--- config.mk ---
export PLATFORM = sky130hd
export DESIGN_NAME = uart_tx
export DESIGN_NICKNAME = d
export VERILOG_FILES = /design/src/rtl/uart_tx.sv
export SDC_FILE = /design/constraint.sdc
export NUM_CORES = 1
export LEC_CHECK = 0
export BUFFER_PORTS_ARGS = -buffer_cell sky130_fd_sc_hd__buf_2
export CAP_MARGIN = 10
export CORE_ASPECT_RATIO = 1.25
export CORE_UTILIZATION = 45
export CTS_BUF_LIST = sky130_fd_sc_hd__clkbuf_4 sky130_fd_sc_hd__clkbuf_8 sky130_fd_sc_hd__clkbuf_16
export CTS_CLUSTER_SIZE = 25
export DETAILED_ROUTE_END_ITERATION = 6
export SLEW_MARGIN = 20
export SYNTH_ARGS = -nofsm -noshare
export SYNTH_HDL_FRONTEND = slang
export SYNTH_SLANG_ARGS = --single-unit
--- constraint.sdc ---
create_clock -name clk -period 2.2 [get_ports clk]
set_input_delay 0.44 -clock clk [delete_from_list [all_inputs] [get_ports clk]]
set_output_delay 0.44 -clock clk [all_outputs]
set_load 0.005 [all_outputs]
--- src/rtl/uart_tx.sv ---
// uart_tx: serial transmitter for the lab serial link.
// Bytes arrive over a valid/ready handshake into a one-entry hold register,
// are moved into a shift register and sent as start bit, data bits LSB first,
// optional even parity bit and one or two stop bits. serial_out, busy and
// tx_done are registered from the current state, so the line trails the
// state register by one clock.
module uart_tx #(
  parameter int CLKS_PER_BIT = 10,
  parameter int DATA_BITS    = 8,
  parameter int PARITY_EN    = 0,
  parameter int STOP_BITS    = 1
) (
  input  logic                 clk,
  input  logic                 rst,
  input  logic [DATA_BITS-1:0] tx_data,
  input  logic                 tx_valid,
  output logic                 tx_ready,
  output logic                 serial_out,
  output logic                 busy,
  output logic                 tx_done
);

  localparam int CNT_W = (CLKS_PER_BIT > 1) ? $clog2(CLKS_PER_BIT) : 1;
  localparam int IDX_W = $clog2(DATA_BITS);

  localparam logic [CNT_W-1:0] CNT_LAST  = CNT_W'(CLKS_PER_BIT - 1);
  localparam logic [IDX_W-1:0] DATA_LAST = IDX_W'(DATA_BITS - 1);
  localparam logic [IDX_W-1:0] STOP_LAST = IDX_W'(STOP_BITS - 1);

  typedef enum logic [2:0] {
    IDLE,
    START,
    DATA,
    PARITY,
    STOP
  } state_t;

  state_t               state;
  logic [CNT_W-1:0]     bit_cnt;
  logic [IDX_W-1:0]     bit_idx;
  logic [DATA_BITS-1:0] shift_reg;
  logic                 parity_bit;
  logic [DATA_BITS-1:0] hold_reg;
  logic                 hold_full;
  logic                 bit_end;

  assign tx_ready = !hold_full && !rst;
  assign bit_end  = (bit_cnt == CNT_LAST);

  // Frame sequencer, hold buffer and registered line outputs in one process.
  always_ff @(posedge clk) begin
    if (rst) begin
      state      <= IDLE;
      bit_cnt    <= '0;
      bit_idx    <= '0;
      shift_reg  <= '0;
      parity_bit <= 1'b0;
      hold_reg   <= '0;
      hold_full  <= 1'b0;
      serial_out <= 1'b1;
      busy       <= 1'b0;
      tx_done    <= 1'b0;
    end else begin
      busy    <= (state != IDLE);
      tx_done <= 1'b0;

      case (state)
        START:   serial_out <= 1'b0;
        DATA:    serial_out <= shift_reg[0];
        PARITY:  serial_out <= parity_bit;
        default: serial_out <= 1'b1;
      endcase

      if (state == IDLE || bit_end) begin
        bit_cnt <= '0;
      end else begin
        bit_cnt <= bit_cnt + CNT_W'(1);
      end

      case (state)
        IDLE: begin
          bit_idx <= '0;
          if (hold_full) begin
            shift_reg  <= hold_reg;
            parity_bit <= ^hold_reg;
            hold_full  <= 1'b0;
            state      <= START;
          end
        end

        START: begin
          if (bit_end) begin
            bit_idx <= '0;
            state   <= DATA;
          end
        end

        DATA: begin
          if (bit_end) begin
            shift_reg <= shift_reg >> 1;
            if (bit_idx == DATA_LAST) begin
              bit_idx <= '0;
              state   <= (PARITY_EN != 0) ? PARITY : STOP;
            end else begin
              bit_idx <= bit_idx + IDX_W'(1);
            end
          end
        end

        PARITY: begin
          if (bit_end) begin
            bit_idx <= '0;
            state   <= STOP;
          end
        end

        STOP: begin
          if (bit_end) begin
            if (bit_idx == STOP_LAST) begin
              bit_idx <= '0;
              tx_done <= 1'b1;
              if (hold_full) begin
                shift_reg  <= hold_reg;
                parity_bit <= ^hold_reg;
                hold_full  <= 1'b0;
                state      <= START;
              end else begin
                state <= IDLE;
              end
            end else begin
              bit_idx <= bit_idx + IDX_W'(1);
            end
          end
        end

        default: begin
          bit_idx <= '0;
          state   <= IDLE;
        end
      endcase

      // A new byte written here wins over the hold_full clear of a same-edge load.
      if (tx_valid && tx_ready) begin
        hold_reg  <= tx_data;
        hold_full <= 1'b1;
      end
    end
  end

endmodule

==> results of run 1 <==
==> cells in the final DEF (no fill, tap or decap), drive strengths merged, types with 6 or more instances in the layout <==
cell type / instances
mux2i: 10
xnor2: 7
nor2: 30
buf: 17
a311oi: 8
dfxtp: 31
a21oi: 6
nand2: 10
clkbuf: 8
nor3: 7
o21ai: 12
==> routing by layer <==
| layer | vias to the layer above | routed length [um] |
|---|---|---|
| met2 | 25 | 1280 |
| met1 | 549 | 1420 |
| met5 | - | 0 |
| met3 | 4 | 110 |
| met4 | 0 | 36 |
| li1 | 603 | - |
==> worst reg2reg max path, stage by stage, from the launching register on <==
cell and delay (ns):
dfxtp_1 0.38, ha_1 0.18, nand3b_1 0.26, o21ai_0 0.41
nand3_1 0.17, mux2i_1 0.17, nor2_1 0.05
==> power breakdown <==
part,switching [W],internal (W)
clock network,0.000198,0.000297
registers,0.0000312,0.000594
logic,0.0000750,0.0000684
total,0.000304,0.000960
==> Yosys cell counts (4+ instances only) <==
library cell,n,area (um2)
dfxtp_1,31,621
nor2_1,29,109
o21ai_0,12,60.1
mux2i_1,10,100
nand2_1,9,33.8
nor3_1,7,35.0
xnor2_1,7,61.3
a311oi_1,6,52.6
a21oi_1,5,25.0
clkbuf_1,5,18.8
ha_1,5,62.6
inv_1,4,15.0
==> area by class of cell <==
cell class	instances	area [um2]
Timing Repair Buffer	17	92.6
Clock buffer	8	104
Multi-Input combinational cell	120	788
Fill cell	324	1500
Sequential cell	31	621
Inverter	4	15.0
Tap cell	37	46.3
==> metrics by stage <==
stage,setup WS [ns],hold slack [ns]
6_report,0.451,0.399
5_1_grt,0.295,0.407
4_1_cts,0.447,0.397
3_5_place_dp,0.489,0.467
3_3_place_gp,0.582,0.446
2_1_floorplan,0.710,0.433
==> how the worst min path moves through the flow <==
| stage | to | from | depth (start not counted) | slack (ns) |
|---|---|---|---|---|
| 4_1_cts | hold_reg[4]$_SDFFE_PP0P_ | tx_data[4] | 3 | 0.40 |
| 2_1_floorplan | bit_cnt[0]$_SDFF_PP0_ | bit_cnt[0]$_SDFF_PP0_ | 1 | 0.43 |
| 3_3_place_gp | bit_cnt[0]$_SDFF_PP0_ | bit_cnt[0]$_SDFF_PP0_ | 1 | 0.45 |
| 3_5_place_dp | shift_reg[7]$_SDFFE_PP0P_ | shift_reg[7]$_SDFFE_PP0P_ | 2 | 0.47 |
| 5_1_grt | hold_reg[4]$_SDFFE_PP0P_ | tx_data[4] | 3 | 0.41 |
| 6_report | hold_reg[0]$_SDFFE_PP0P_ | tx_data[0] | 3 | 0.40 |
==> cells by family after synthesis <==
logic type	count (synthesis)	synth area share [%]
simple gates	66	22.5
xor+xnor	10	5.89
fa+ha+maj	5	4.21
compound gates	29	13.7
buf+inv	14	5.30
flops	31	41.7
mux	10	6.73
==> summary.md, run 1 <==
| Metric | Value |
|---|---|
| Fin crit share | `79.5%` |
| Setup crit end kind | `flip-flop` |
| Met3 global-route usage | `approximately 4.4%` |
| RR Startpoint | `bit_cnt[0]$_SDFF_PP0_` |
| Number of global-route vias before repair | `1086` |
| CTS tree | `built` |
| IO Port Bufs | `14` |
| Worst Setup SP | `bit_cnt[0]$_SDFF_PP0_` |
| Hold WC Path Type | `in -> reg` |
| Fin. max-slew vios | `0` |
| Die height | `approximately 66 um` |
| Top Usage Layer GRT | `met2` |
| Largest net degree at the start of global routing | `30` |
| Final Cell Area | `1670 um2` |
| Async SR Flop Fraction | `0%` |
| DRT Wirelength | `2860 um` |
| Ant. Diodes | `0` |
| CTS Buf Count | `5` |
| Drt first-iter violations | `37` |
| Max Cap Viol | `0` |
| DR DRC count | `0` |
| Nets | `195` |
| Post-Place Cells | `209` |
| Static leakage | `roughly 0.64 nW` |
| Setup Viol. Count Final | `0` |
| Final hold vios | `0` |
| Initial Utilization | `47.0%` |
| Seq cells post-synth | `31` |
| Minimum clock period | `roughly 1.7 ns` |
| Power Dens Cells | `758 nW/um2` |
| Post-placement cell area | `1560 um2` |
| Clock tree buffer depth | `2` |
| Fmax | `about 570 MHz` |
| Routability cong. | `0.799` |
| Number of H-tree levels | `2` |
| Setup Skew | `0.00252 ns` |
| M1 GR Usage | `25.5%` |
| Outcome | `finished, final reports clean` |
| RSZ-0062 raised after global routing | `no` |
| TritonRoute pass-1 iters | `4` |
| Post-synth EDFFs | `0` |
| Post-layout util | `a little over half` |
| Largest vdd supply drop | `just under 0.6 mV` |
| Clk_lat worst skew | `between 0.2 and 0.3 ns` |
| # IOs | `15` |
| TNS Setup | `0 ns` |
| Post-CTS setup buffer count | `0` |
| HPWL Detailed | `~1900 um` |
| Tightest Pin Transition | `0.617 ns` |
| Area grow syn2layout | `12.0%` |
| Reg-to-Reg End | `parity_bit$_SDFFE_PP0P_` |
| First-pass GRT wire length | `4950 um` |
| Initial antenna violation count | `0` |
| Routing usage on met2 | `between 20% and 30%` |
| Non-filler cells, final | `217` |
| Die W | `53.4 um` |
| Antenna Nets Post-Route | `0` |
| Largest stage delay, worst path | `0.40 ns` |
| Worst Path Buf+Inv | `0` |
| Post-Syn Area per Cell | `9.02 um2` |
| Post-synth top flop | `dfxtp_1` |
| Root Buffer | `clkbuf_8` |
| Crit path arrival time | `1.90 ns` |
| Critical path's slowest cell | `o21ai_0` |
| Cells after Synth | `165` |
| Worst Setup Start Kind | `flip-flop` |
| Wire per inst | `13.2 um` |
| CP Capture Point | `parity_bit$_SDFFE_PP0P_` |
| Num Clock Sinks | `31` |
| Netlist cell types | `36` |
| Tot Pwr | `0.00126 W` |
| Die Area | `3540 um2` |
| Core area | `3170 um2` |
| Worst Path Max Fanout | `10` |
| Hold bufs inserted after CTS | `0` |
| Seq/Total Area, Yosys | `between 40% and 50%` |
| Cell Rows | `23` |
| Synthesized Nets | `around 180` |
| Routed vias/inst | `5.44` |
| Cts repair resizes | `0` |
| Cell Area, Synth | `about 1500 um2` |
| GRT Util Overall | `19.0%` |
| Layout cells sized above 1 | `approximately 17%` |
| Total congestion overflow | `0` |
| Clock-pin transition on the worst setup and hold timing paths | `about 0.06 ns` |
| Instance count on the critical path | `6` |
| Max_slew headroom | `58.8%` |
| WS Path Type | `reg -> reg` |
| CP Cell Sequence | `ha_1 > nand3b_1 > o21ai_0 > nand3_1 > mux2i_1 > nor2_1` |
| Crit-path leading delay family | `simple AND/OR/NAND/NOR gates` |
| Internal reg-to-reg setup slack | `around 0.45 ns` |
| Worst R2R Path Depth | `6` |
| Routed vias | `~1200` |
| Synth Warn # | `0` |
| Worst Path Required | `approximately 2.4 ns` |
Power figures use the tool's default switching activity.
==> run 2: changes to the inputs <==
- clock period: 2.2 -> 1.67 ns (I/O delays scaled with it)
==> summary.md, run 2 (synthesis results as in run 1) <==
| Metric | Value |
|---|---|
| Worst Setup SP | `bit_cnt[1]$_SDFF_PP0_` |
| Nets | `212` |
| Fin. max-slew vios | `0` |
| Largest net degree at the start of global routing | `30` |
| CTS tree | `built` |
| Clk_lat worst skew | `between 0.2 and 0.3 ns` |
| Routability cong. | `0.789` |
| Power Dens Cells | `915 nW/um2` |
| RR Startpoint | `bit_cnt[1]$_SDFF_PP0_` |
| Area grow syn2layout | `25.2%` |
| Max_slew headroom | `65.0%` |
| Routed vias | `1258` |
| Total congestion overflow | `0` |
| Antenna Nets Post-Route | `0` |
| Number of H-tree levels | `2` |
| Worst Path Required | `1.85 ns` |
| Initial Utilization | `between 40% and 50%` |
| CTS Buf Count | `5` |
| Static leakage | `about 0.73 nW` |
| Routed vias/inst | `5.38` |
| Wire per inst | `13.8 um` |
| Fin crit share | `95.4%` |
| Min-delay src | `tx_data[6]` |
| Layout cells sized above 1 | `30.5%` |
| Final hold vios | `0` |
| Max Cap Viol | `0` |
| Setup crit end kind | `flip-flop` |
| Worst Setup Start Kind | `flip-flop` |
| Number of global-route vias before repair | `1164` |
| Die Area | `around 3500 um2` |
| Cell Rows | `23` |
| DRT Wirelength | `3230 um` |
| First-pass GRT wire length | `5220 um` |
| Die W | `53.4 um` |
| Setup Skew | `0.00871 ns` |
| Hold WC Path Type | `in -> reg` |
| Ant. Diodes | `0` |
| WS Path Type | `reg -> reg` |
| # IOs | `15` |
| DR DRC count | `0` |
| Worst Path Max Fanout | `7` |
| Final Cell Area | `around 1900 um2` |
| Root Buffer | `clkbuf_8` |
| GRT Util Overall | `20.0%` |
| Initial antenna violation count | `0` |
| Setup Viol. Count Final | `0` |
| Tightest Pin Transition | `0.525 ns` |
| Most frequent cells in the layout | `29 x nor2_1, 26 x dfxtp_1, 18 x buf_4, 14 x buf_2, 12 x o21ai_0` |
| Clock tree buffer depth | `2` |
| TritonRoute pass-1 iters | `4` |
| Fmax | `628 MHz` |
| Num Clock Sinks | `31` |
| Outcome | `finished, final reports clean` |
| Commonest non-fill, non-tap cell in the layout | `nor2_1` |
| Die height | `66.3 um` |
| Drt first-iter violations | `between 40 and 50` |
| Core area | `3170 um2` |
| Crit path arrival time | `approximately 1.8 ns` |
| Minimum clock period | `1.59 ns` |
| Largest vdd supply drop | `0.941 mV` |
| TNS Setup | `0 ns` |
| IO Port Bufs | `14` |
| Clock-pin transition on the worst setup and hold timing paths | `around 0.06 ns` |
| HPWL Detailed | `2040 um` |
| Hold bufs inserted after CTS | `0` |
| Post-placement cell area | `between 1500 and 2000 um2` |
| Post-layout util | `58.9%` |
run 2: changes by cell type in the layout (fill, tap and decap cells not counted), moves of 2 or more:
cell,delta
buf_4,+15
dfxtp_2,+4
ha_1,-2
dfxtp_1,-5
run 2: layout make-up:
class / count / area (um2)
fill: 298 / 1300
inverter: 4 / 15.0
sequential: 31 / 629
clock buffer: 8 / 104
tap: 37 / 46.3
multi-input combinational: 120 / 832
timing repair buffer: 34 / 236
run 2: worst paths after layout:
check / endpoint / slack, ns / depth (start not counted)
hold / removal: hold_reg[6]$_SDFFE_PP0P_ / 0.30 / 3
hold reg to reg: shift_reg[7]$_SDFFE_PP0P_ / 0.47 / 2
setup / recovery: shift_reg[1]$_SDFFE_PP0P_ / 0.08 / 8
setup reg to reg: shift_reg[1]$_SDFFE_PP0P_ / 0.08 / 8
run 2: layer usage:
metal	vias up	routed length [um]	track usage, %	share of wire (%)
met4	0	19	5.92	0.59
met1	587	1470	26.0	45
met3	2	128	6.67	4.0
met5	-	0	0	0
li1	636	-	-	-
met2	33	1620	30.8	50
run 2: through the flow:
stage	hold WS [ns]	total power, W	cells	setup slack (ns)
5_1_grt	0.305	0.00180	234	-0.0477
3_3_place_gp	0.451	0.00102	214	0.0834
4_1_cts	0.292	0.00171	228	0.0150
6_report	0.298	0.00171	234	0.0771
2_1_floorplan	0.433	0.000988	165	0.180
3_5_place_dp	0.460	0.00103	214	-0.0154
run 2: repair_timing:
action	CTS	global route
gates resized for setup	7	11
setup buffers	6	6
endpoints found under the setup margin	4	9
pin swaps	3	5
run 2: power breakdown:
part           internal [W]  total (W)  switching, W
clock              0.000392   0.000653      0.000261
combinational      0.000122   0.000235      0.000113
sequential         0.000782   0.000818     0.0000363
total               0.00130    0.00171      0.000410
run 2: critical path, stage by stage, from the launching register on:
cell and delay (ns):
dfxtp_2 0.33, inv_2 0.04, ha_4 0.14, and3b_2 0.23, a21oi_4 0.17, nand2_4 0.08
buf_6 0.14, buf_4 0.13, a311oi_2 0.24
